### config.mk
export PLATFORM = sky130hd
export DESIGN_NAME = pll_reconfig_ctrl
export DESIGN_NICKNAME = d
export VERILOG_FILES = /design/src/rtl/pll_reconfig_ctrl.sv
export SDC_FILE = /design/constraint.sdc
export NUM_CORES = 1
export LEC_CHECK = 0
export CAP_MARGIN = 20
export CELL_PAD_IN_SITES_DETAIL_PLACEMENT = 1
export CELL_PAD_IN_SITES_GLOBAL_PLACEMENT = 1
export CORE_MARGIN = 2
export CORE_UTILIZATION = 38
export CTS_BUF_LIST = sky130_fd_sc_hd__clkbuf_4
export CTS_CLUSTER_DIAMETER = 150
export CTS_CLUSTER_SIZE = 20
export DETAILED_ROUTE_END_ITERATION = 16
export GPL_ROUTABILITY_DRIVEN = 0
export PLACE_DENSITY = 0.89
export SLEW_MARGIN = 5
export SYNTH_ARGS = -nofsm -noshare
export SYNTH_HDL_FRONTEND = slang
export SYNTH_SLANG_ARGS = --single-unit
### constraint.sdc
create_clock -name clk -period 5.7 [get_ports clk]
set_input_delay 0.57 -clock clk [delete_from_list [all_inputs] [get_ports clk]]
set_output_delay 0.57 -clock clk [all_outputs]
set_load 0.01 [all_outputs]
### src/rtl/pll_reconfig_ctrl.sv
// pll_reconfig_ctrl: sequences PLL power-down/reset/lock and applies validated dynamic reconfiguration requests.
module pll_reconfig_ctrl #(
  parameter int PWD_CYCLES   = 4,
  parameter int RST_CYCLES   = 8,
  parameter int LOCK_STABLE  = 16,
  parameter int LOCK_TIMEOUT = 1000,
  parameter int MAX_RETRY    = 2,
  parameter int DEF_IDIV     = 2,
  parameter int DEF_FDIV     = 32,
  parameter int DEF_ODIV0    = 100,
  parameter int DEF_DUTY0    = 100,
  parameter int DEF_PHASE0   = 16
) (
  input  logic        clk,
  input  logic        rst,
  input  logic        cfg_req,
  input  logic [9:0]  cfg_idiv,
  input  logic [9:0]  cfg_fdiv,
  input  logic [9:0]  cfg_odiv0,
  input  logic [9:0]  cfg_duty0,
  input  logic [12:0] cfg_phase0,
  output logic        cfg_ack,
  output logic        cfg_bad,
  output logic [9:0]  dyn_idiv,
  output logic [9:0]  dyn_fdiv,
  output logic [9:0]  dyn_odiv0,
  output logic [9:0]  dyn_duty0,
  output logic [12:0] dyn_phase0,
  output logic        pll_pwd,
  output logic        pll_rst,
  input  logic        pll_lock,
  output logic        locked,
  output logic        busy,
  output logic        done,
  output logic        lock_lost,
  output logic        err
);
  localparam int CMAX = PWD_CYCLES > RST_CYCLES ? PWD_CYCLES : RST_CYCLES;
  localparam int CW = $clog2(CMAX) + 1;
  localparam int SW = $clog2(LOCK_STABLE) + 1;
  localparam int TW = $clog2(LOCK_TIMEOUT) + 1;
  localparam int RW = $clog2(MAX_RETRY) + 1;
  typedef enum logic [2:0] {PWD, RST, WAIT_LOCK, RUN, ERROR} state_t;
  state_t state_q, state_d;
  logic lk_meta_q, lk_q;
  logic [CW-1:0] cnt_q, cnt_d;
  logic [SW-1:0] stable_q, stable_d;
  logic [TW-1:0] tmo_q, tmo_d;
  logic [RW-1:0] retry_q, retry_d;
  logic locked_q, locked_d, ack_q, ack_d, bad_q, bad_d, done_q, done_d, lost_q, lost_d;
  logic [9:0] idiv_q, idiv_d, fdiv_q, fdiv_d, odiv_q, odiv_d, duty_q, duty_d;
  logic [12:0] phase_q, phase_d;
  logic take, valid;
  always_ff @(posedge clk) begin
    lk_meta_q <= pll_lock;
    lk_q      <= lk_meta_q;
    if (rst) begin
      state_q  <= PWD;
      cnt_q    <= '0;
      stable_q <= '0;
      tmo_q    <= '0;
      retry_q  <= '0;
      locked_q <= 1'b0;
      ack_q    <= 1'b0;
      bad_q    <= 1'b0;
      done_q   <= 1'b0;
      lost_q   <= 1'b0;
      idiv_q   <= 10'(DEF_IDIV);
      fdiv_q   <= 10'(DEF_FDIV);
      odiv_q   <= 10'(DEF_ODIV0);
      duty_q   <= 10'(DEF_DUTY0);
      phase_q  <= 13'(DEF_PHASE0);
    end else begin
      state_q  <= state_d;
      cnt_q    <= cnt_d;
      stable_q <= stable_d;
      tmo_q    <= tmo_d;
      retry_q  <= retry_d;
      locked_q <= locked_d;
      ack_q    <= ack_d;
      bad_q    <= bad_d;
      done_q   <= done_d;
      lost_q   <= lost_d;
      idiv_q   <= idiv_d;
      fdiv_q   <= fdiv_d;
      odiv_q   <= odiv_d;
      duty_q   <= duty_d;
      phase_q  <= phase_d;
    end
  end
  // ack_q masks the still-held request in the cycle the requester sees the ack
  assign take  = cfg_req && !ack_q && (state_q == RUN || state_q == ERROR);
  assign valid = |cfg_idiv && |cfg_fdiv && |cfg_odiv0;
  always_comb begin
    state_d  = state_q;
    cnt_d    = cnt_q;
    stable_d = stable_q;
    tmo_d    = tmo_q;
    retry_d  = retry_q;
    locked_d = locked_q;
    ack_d    = 1'b0;
    bad_d    = 1'b0;
    done_d   = 1'b0;
    lost_d   = 1'b0;
    idiv_d   = idiv_q;
    fdiv_d   = fdiv_q;
    odiv_d   = odiv_q;
    duty_d   = duty_q;
    phase_d  = phase_q;
    case (state_q)
      PWD: begin
        cnt_d = cnt_q + 1'b1;
        if (int'(cnt_q) >= PWD_CYCLES - 1) begin
          state_d = RST;
          cnt_d   = '0;
        end
      end
      RST: begin
        cnt_d = cnt_q + 1'b1;
        if (int'(cnt_q) >= RST_CYCLES - 1) begin
          state_d  = WAIT_LOCK;
          cnt_d    = '0;
          stable_d = '0;
          tmo_d    = '0;
        end
      end
      WAIT_LOCK: begin
        stable_d = lk_q ? (int'(stable_q) < LOCK_STABLE ? stable_q + 1'b1 : stable_q) : '0;
        tmo_d    = int'(tmo_q) < LOCK_TIMEOUT ? tmo_q + 1'b1 : tmo_q;
        if (lk_q && int'(stable_q) >= LOCK_STABLE - 1) begin
          state_d  = RUN;
          locked_d = 1'b1;
          done_d   = 1'b1;
        end else if (int'(tmo_q) >= LOCK_TIMEOUT - 1) begin
          if (int'(retry_q) < MAX_RETRY) begin
            retry_d = retry_q + 1'b1;
            state_d = RST;
            cnt_d   = '0;
          end else begin
            state_d = ERROR;
          end
        end
      end
      RUN: begin
        if (!lk_q) begin
          locked_d = 1'b0;
          lost_d   = 1'b1;
          retry_d  = '0;
          state_d  = RST;
          cnt_d    = '0;
        end
      end
      default: ;
    endcase
    if (take) begin
      ack_d = 1'b1;
      bad_d = !valid;
      if (valid) begin
        idiv_d   = cfg_idiv;
        fdiv_d   = cfg_fdiv;
        odiv_d   = cfg_odiv0;
        duty_d   = cfg_duty0;
        phase_d  = cfg_phase0;
        retry_d  = '0;
        locked_d = 1'b0;
        state_d  = PWD;
        cnt_d    = '0;
      end
    end
  end
  assign pll_pwd    = rst || state_q == PWD;
  assign pll_rst    = rst || state_q == RST;
  assign busy       = rst || !(state_q == RUN || state_q == ERROR);
  assign err        = !rst && state_q == ERROR;
  assign locked     = !rst && locked_q;
  assign done       = !rst && done_q;
  assign lock_lost  = !rst && lost_q;
  assign cfg_ack    = !rst && ack_q;
  assign cfg_bad    = !rst && bad_q;
  assign dyn_idiv   = rst ? 10'(DEF_IDIV) : idiv_q;
  assign dyn_fdiv   = rst ? 10'(DEF_FDIV) : fdiv_q;
  assign dyn_odiv0  = rst ? 10'(DEF_ODIV0) : odiv_q;
  assign dyn_duty0  = rst ? 10'(DEF_DUTY0) : duty_q;
  assign dyn_phase0 = rst ? 13'(DEF_PHASE0) : phase_q;
endmodule

==> results.json <==
{
  "htree_levels": 3,
  "grt_pass1_vias": 3634,
  "layout_commonest_cell": "clkdlybuf4s50_1",
  "synth_seq_area_share_pct": 43.9,
  "num_rows": 36,
  "end_kind": "output port",
  "ctsLongestPathBuffers": 2,
  "cts_buffers": 9,
  "multi_input_comb_area_mm2": 0.00199,
  "arrival_ns": 2.52,
  "cp.buffers_inverters": 3,
  "ir_worst_vdd_uv": 134,
  "cts_sinks": 85,
  "reg2reg_depth": 5,
  "path_cells": "buf_4 > buf_4 > a21o_1 > clkdlybuf4s50_1",
  "regArea_mm2": 0.00170,
  "grt_pass1_wl_mm": 17.9,
  "yosys-top-cells-area": "dfxtp_1, mux2i_1, nor2b_1, nor2_1, a21oi_1",
  "status": "complete, no violations",
  "routed_wl_mm": 10.9,
  "p_seq_share_pct": 62.0,
  "wl_per_cell_um": 16.0,
  "swShare_pct": 23.6,
  "initial_core_util_pct": 39.5,
  "route.detailed.drc": 0,
  "ys_ff_latch": 85,
  "period_minus_slack_ns": 3.09,
  "final_cell_mix": "clkdlybuf4s50_1, dfxtp_1, nor2_1",
  "leakagePower_uw": 0.00216,
  "cp_slowest_cell": "clkdlybuf4s50_1",
  "cts_setup_buffers": 0,
  "synth_edf_count": 0,
  "insertedDiodeCount": 0,
  "endpoint": "busy",
  "finalSetupViolCount": 0,
  "slew_violations": 0,
  "worstSetupStartpoint": "rst",
  "fin_setup_tns_ns": 0,
  "fmax_mhz": 323,
  "final_cells": 679,
  "yosysTopAreaCell": "dfxtp_1",
  "p_clk_share_pct": 29.7,
  "synth_top_area_share_pct": 43.9,
  "design_area_mm2": 0.00520,
  "ys.flop_type": "dfxtp_1",
  "dieArea_mm2": 0.0110,
  "cts-root-buf": "clkbuf_4",
  "grt_setup_unrepaired": "false",
  "grt_overflow_total": 0,
  "syn-num-nets": 503,
  "cp.depth": 4,
  "r2r_end": "tmo_q[7]",
  "fillCellCount": 1202,
  "slowest_delay_ns": 0.58,
  "ant_nets": 0,
  "post_cts_resized": 0,
  "r2r_start": "state_q[2]",
  "syn_area_mm2": 0.00388,
  "cp_max_fo": 76,
  "drv_cap": 0,
  "final_nets": 605,
  "gr-usage-all-layers_pct": 20.1,
  "core_mm2": 0.00982,
  "criticalPathCategory": "primary input to output port",
  "drive_gt1_share_pct": 5.31,
  "final-hold-violation-count": 0,
  "post-route-util_pct": 53.0,
  "max_slew_margin_pct": 39.7,
  "start_kind": "primary input",
  "cts_hold_buf": 0,
  "crit_required_ns": 5.13,
  "die_h_um": 105,
  "ys_types": 50,
  "cts_tree": "built",
  "worstHoldPathType": "register to register",
  "intPower_uw": 742,
  "cp_common_cell": "buf_4",
  "finalClockSkew_ns": 0.0120,
  "vias": 3439,
  "tightest_slew_ns": 0.905,
  "firstDrtPassIters": 4,
  "dp_cells": 665,
  "ys.warnings.count": 0,
  "grt_antenna_before_repair": 0,
  "grt_max_degree": 77,
  "p_total_uw": 972,
  "power.switching_uw": 230,
  "dpl_cell_area_mm2": 0.00510,
  "cp_top_family": "buffers and inverters",
  "worst-r2r-setup-slack_ns": 3.19,
  "die_w_um": 105,
  "io_buffers": 118,
  "async_flop_share_pct": 0,
  "insertion_delay_ns": 0.42,
  "drt_iter0_drc": 76,
  "syn_avg_cell_area_um2": 8.79,
  "final.period_utilization_pct": 54.3,
  "io_pins": 119,
  "areaGrowthSynthToFinish_pct": 34.2,
  "vias_per_cell": 5.06,
  "post-dp-hpwl_mm": 8.21,
  "synthCells": 441,
  "powerDensity_mw_per_mm2": 187,
  "cts.clk_slew.worst_paths_ns": 0.11,
  "comb_power_share_pct": 8.3
}
sequential cells by signal, summed over array words and instances (netlist names):
register / count
lk_meta_q: 1
phase_q: 13
duty_q: 10
odiv_q: 10
tmo_q: 11
stable_q: 5
lost_q: 1
done_q: 1
ack_q: 1
bad_q: 1
locked_q: 1
lk_q: 1
cnt_q: 4
state_q: 3
idiv_q: 10
retry_q: 2
fdiv_q: 10
final cells by class:
type	count	area share, %
tap	133	3.20
clock buffer	12	1.73
sequential	85	32.7
inverter	14	1.01
clock inverter	2	0.241
multi-input combinational	313	38.2
timing repair buffer	120	22.9
power by group through the flow:
stage | logic (uW) | registers [uW] | clock network (uW)
6_report | 81.0 | 602 | 289
5_1_grt | 87.5 | 603 | 323
4_1_cts | 81.5 | 602 | 301
3_5_place_dp | 80.7 | 615 | 0
3_3_place_gp | 78.5 | 615 | 0
2_1_floorplan | 31.4 | 613 | 0
layer usage:
metal | track usage (%) | vias up | wire, um
met3 | 5.05 | 15 | 541
met4 | 6.76 | 0 | 192
met5 | 0 | - | 0
li1 | - | 1705 | -
met2 | 37.2 | 98 | 5690
met1 | 22.0 | 1621 | 4430
metrics by stage:
stage	setup WS, ns	hold slack (ns)
CTS	2.58	0.343
global route	2.46	0.348
floorplan	3.74	0.310
global placement	2.62	0.312
finish	2.61	0.341
detailed placement	2.59	0.316
cell families (layout without fill, tap and decap cells):
family                     Yosys count  after routing  share of synthesized area, %
DFF                                 85             85                          43.9
muxes                               47             47                          12.2
and+or+nand+nor                    201            201                          26.9
buffers and inverters               43            148                          4.87
xor gates and xnor gates             6              6                          1.36
adders and majority gates            6              6                          1.87
AOI/OAI and AO/OA                   53             53                          8.94
how the worst min path moves through the flow:
stage	start	to	slack, ns	cells after the start
2_1_floorplan	lk_meta_q	lk_q	0.31	0
3_3_place_gp	lk_meta_q	lk_q	0.31	0
3_5_place_dp	lk_meta_q	lk_q	0.32	0
4_1_cts	lk_meta_q	lk_q	0.34	0
5_1_grt	lk_meta_q	lk_q	0.35	0
6_report	lk_meta_q	lk_q	0.34	0
cells in the mapped netlist (3+ instances only):
| cell | n |
|---|---|
| xor2_1 | 6 |
| nand2b_1 | 4 |
| nor3_1 | 14 |
| mux2i_1 | 45 |
| nand3_1 | 5 |
| a21oi_1 | 25 |
| buf_2 | 7 |
| nor4_1 | 8 |
| ha_1 | 5 |
| dfxtp_1 | 85 |
| inv_1 | 14 |
| nor2b_1 | 51 |
| nor2_1 | 81 |
| o21ai_0 | 10 |
| clkbuf_1 | 18 |
| nand4_1 | 6 |
| nand2_1 | 10 |
| and3_1 | 3 |
| or2_2 | 4 |
worst register-to-register path: stages (launching register included):
cell	delay, ns
dfxtp_1	0.52
or3b_1	0.51
nor2_1	0.63
o2111ai_2	0.28
or4_1	0.44
nand2_1	0.09
Power figures use the tool's default switching activity.
==> edit 1: new RTL, same flow settings <==
Change the parameter `PWD_CYCLES` from 4 to 8.
--- a/src/rtl/pll_reconfig_ctrl.sv
+++ b/src/rtl/pll_reconfig_ctrl.sv
@@ -1,6 +1,6 @@
 // pll_reconfig_ctrl: sequences PLL power-down/reset/lock and applies validated dynamic reconfiguration requests.
 module pll_reconfig_ctrl #(
-  parameter int PWD_CYCLES   = 4,
+  parameter int PWD_CYCLES   = 8,
   parameter int RST_CYCLES   = 8,
   parameter int LOCK_STABLE  = 16,
   parameter int LOCK_TIMEOUT = 1000,
Check against the original RTL: not equivalent (a bounded check fails within 10 cycles, from zero or initial values and one cycle with rst high).
==> edit 1 against the original RTL <==
  * Synthesized cell count down 13%
  * Worst hold slack better by 0.018 ns
  * Die area down 5.2%
  * Critical endpoint is now dyn_idiv[1]
  * Critical path type unchanged
  * Global-route usage up 0.25 points
  * Worst setup slack better by 0.23 ns
  * Power up 1.7%
  * Wire length down 3.4%
  * Design area down 3.7%
  * Non-clock buffer count up 1
  * Synthesized area down 5.4%
  * Sequential cell count unchanged
  * Clock power up 12%
==> edit 1: results (changes against the original RTL) <==
[outcome]
run_status = finished, final reports clean

[detailed_routing]
drt-initial-drc-count = 100  ; +32%
vias = 3319  ; -3.5%
dr_wl_met3_um = 635  ; +17%

[global_route]
grt_use_met2 = 0.350  ; -0.0228
use_met3 = 0.0499  ; -0.000599
grt_max_degree = 45  ; -42%
grt_pass1_vias = 3378  ; -7.0%

[critical_path]
rrSetupSlack_ns = 3.40  ; +0.21 ns
critPathArrivalTime_ns = 2.29  ; -0.23 ns
crit_fanout = 41  ; -46%
cpPeakStageDelay_ns = 0.54  ; -0.04 ns
rr_worst_depth = 7  ; +2

[yosys]
synth_xor_area_frac = 0.0167  ; +0.00316
syn_inst = 383  ; -13%
muxShareOfSynthArea = 0.00307  ; -0.119
yosys-top-cells-count = 85 x dfxtp_1, 53 x nor2b_1, 44 x a22o_1
synth_compound_area_frac = 0.219  ; +0.129

[place]
place_area_um2 = 4890  ; -4.2%
place_inst = 608  ; -8.6%
pre_cts_slack_ns = 2.83  ; +0.238 ns

[clocking]
clock_latency_ns = 0.44  ; +0.02 ns
clk_pin_slew_worst_paths_ns = 0.15  ; +0.04 ns

[cells_and_area]
fillers = 1045  ; -13%
fin_nets = 552  ; -8.8%

[power]
peakVddDrop_mv = 0.127  ; -5.4%

[sta]
max_freq_ghz = 0.349  ; +8.1%
relSlewSlack = 0.518  ; +0.121

-- edit 1: final cells by class --
cell class | instances | area, um2 | share of cell area
multi-input cells | 267 | 1800 | 0.360
clock inverters | 7 | 57.6 | 0.0115
clock buffers | 9 | 67.6 | 0.0135
flip-flops and latches | 85 | 1700 | 0.340
well taps | 129 | 161 | 0.0322
repair buffers | 121 | 1200 | 0.239
inverters | 6 | 22.5 | 0.00449
-- edit 1: worst reg2reg max path, cell delays in order (launching register included) --
cell and delay [ns]:
dfxtp_1 0.37, ha_1 0.24, and3_1 0.19, ha_1 0.22, o41ai_1 0.55, o311ai_0 0.31
a2bb2oi_1 0.24, nor2_1 0.06
-- edit 1: power by group --
group / total, mW / internal (mW) / switching [mW]
clock network: 0.325 / 0.0968 / 0.228
registers: 0.600 / 0.597 / 0.00286
logic: 0.0634 / 0.0390 / 0.0244
total: 0.988 / 0.733 / 0.255
==> edit 2: new RTL, same flow settings <==
Without the edit above. Encoding of `state_t`: now Gray code (3 bits for 5 states).
--- a/src/rtl/pll_reconfig_ctrl.sv
+++ b/src/rtl/pll_reconfig_ctrl.sv
@@ -40,7 +40,7 @@
   localparam int SW = $clog2(LOCK_STABLE) + 1;
   localparam int TW = $clog2(LOCK_TIMEOUT) + 1;
   localparam int RW = $clog2(MAX_RETRY) + 1;
-  typedef enum logic [2:0] {PWD, RST, WAIT_LOCK, RUN, ERROR} state_t;
+  typedef enum logic [2:0] {PWD = 3'b000, RST = 3'b001, WAIT_LOCK = 3'b011, RUN = 3'b010, ERROR = 3'b110} state_t;
   state_t state_q, state_d;
   logic lk_meta_q, lk_q;
   logic [CW-1:0] cnt_q, cnt_d;
Function: same outputs for any inputs over 10 cycles, from zero or initial values and one cycle with rst high; not proved beyond that.
==> edit 2 against the original RTL <==
  * Non-clock buffer count up 1
  * Highest routed layer unchanged
  * Power grew 9.3%
  * Largest cell class unchanged
  * Synthesized area is 6.4% lower
  * Worst setup slack gained 0.32 ns
  * Sequential share of layout area up 1.1 points
  * Sequential cell count unchanged
  * Clock power grew 29%
  * Design area shrank 3.2%
  * Maximum frequency is 11% higher
  * Wire length up 2.9%
==> edit 2: results (changes against the original RTL) <==
[yosys]
synth_nets = 446  ; -11%
synth_warnings = 0  ; unchanged
synth_ff_type = dfxtp_1
synthArstFlopShare = 0  ; unchanged
synth_area_leaders = dfxtp_1 47%, a22o_1 11%, nor2b_1 8.4%
yosys-top-cells-count = 85 x dfxtp_1, 49 x nor2b_1, 44 x a22o_1
synth-seq-area-share = 0.469  ; +0.0300
post_synth_num_cell_types = 50  ; unchanged

[power]
peakVddDrop_mv = 0.108  ; -20%
switching_power_mw = 0.277  ; +21%
leakage_nw = 1.76  ; -18%

[detailed_routing]
drt-initial-drc-count = 113  ; +49%
vias = 3350  ; -2.6%
wire_per_inst_um = 17.8  ; +11%
dr.pass1.iters = 5  ; +1

[clocking]
cts_buffers = 9  ; unchanged
cts_root_buf = clkbuf_4
clock_latency_ns = 0.44  ; +0.02 ns
cts_max_level = 3  ; unchanged
clockBufferDepth = 2  ; unchanged
clk_pin_slew_worst_paths_ns = 0.15  ; +0.04 ns
post_cts_buffers = 0  ; unchanged
cts_resized = 0  ; unchanged

[critical_path]
cpPeakStageDelay_ns = 0.62  ; +0.04 ns
crit_path_start = state_q[1]
cp_slowest_cell = dfxtp_1
critPathArrivalTime_ns = 2.21  ; -0.31 ns
regToRegStartpoint = stable_q[0]
crit_fanout = 11  ; -86%

[cells_and_area]
drive_gt1_frac = 0.0822  ; +0.0291
fin_nets = 556  ; -8.1%
largestRegisters = phase_q x13, tmo_q x11
antennaDiodeCount = 0  ; unchanged

[min_path]
hp-class = flop to flop
min_from = lk_meta_q

[place]
dp_hpwl_mm = 8.21  ; about the same
port_buffers = 118  ; unchanged

[global_route]
track_usage = 0.216  ; +0.0154
grt_max_degree = 74  ; -3.9%
grt_pass1_vias = 3548  ; -2.4%
antenna_found_initial = 0  ; unchanged
grt_pass1_wl_mm = 17.7  ; -1.4%

[outcome]
run_status = finished, final reports clean

[sta]
relSlewSlack = 0.515  ; +0.118
skew_ns = 0.0250  ; +0.0130 ns

-- edit 2: cell types whose count changed in the layout (fill, tap and decap cells not counted), moves of 5 or more --
cell / change
a21oi_1: -8
a22o_1: +44
inv_1: -8
mux2i_1: -44
nand3_1: +6
nor2_1: -61
o21ai_0: +6
o22a_1: +9
or2_2: +9
or3_1: +6
xor2_1: -5
-- edit 2: cell type report --
cell class	instances	area, um2
Sequential cell	85	1700
Inverter	7	26.3
Clock inverter	7	80.1
Multi-Input combinational cell	270	1800
Clock buffer	9	67.6
Tap cell	129	161
Fill cell	1043	4200
Timing Repair Buffer	121	1200
-- edit 2: worst max-delay path: cells and delay by family, from the launching register on --
kind	cells	cell delay, ns
flops	1	0.62
simple gates	3	0.59
buf+inv	1	0.55
-- edit 2: cell families after synthesis --
group,after synthesis,synth area share
fa+ha+maj,5,0.0172
buf+inv,29,0.0379
xor+xnor,3,0.00724
mux,1,0.00276
flops,85,0.469
simple gates,152,0.243
compound gates,109,0.223
-- edit 2: power by group through the flow --
stage / Sequential (mW) / Combinational (mW) / Clock, mW
after global routing: 0.605 / 0.0928 / 0.402
after CTS: 0.604 / 0.0853 / 0.382
after detailed placement: 0.617 / 0.0851 / 0
after floorplan: 0.615 / 0.0302 / 0
after global placement: 0.616 / 0.0818 / 0
final: 0.604 / 0.0851 / 0.373
-- edit 2: worst paths after layout --
path	to	slack [ns]	cells past startpoint
min	lk_q	0.37	0
max reg2reg	cnt_q[2]	3.23	7
min reg2reg	lk_q	0.37	0
max	err	2.92	4
-- edit 2: per-stage QoR --
stage	hold WS, ns	power, mW	setup WS (ns)	cell area (um2)	cells
4_1_cts	0.376	1.07	2.92	5040	628
3_3_place_gp	0.314	0.698	2.98	4890	612
2_1_floorplan	0.310	0.645	3.74	3630	384
3_5_place_dp	0.325	0.702	2.99	4890	612
5_1_grt	0.378	1.10	2.86	5040	628
6_report	0.371	1.06	2.92	5040	628
-- edit 2: metal layers --
| layer | GRT usage | vias to the layer above | wire length (um) |
|---|---|---|---|
| met1 | 0.250 | 1617 | 4610 |
| met4 | 0.0520 | 0 | 146 |
| met2 | 0.398 | 101 | 5620 |
| li1 | - | 1619 | - |
| met3 | 0.0531 | 13 | 781 |
| met5 | 0 | - | 0 |
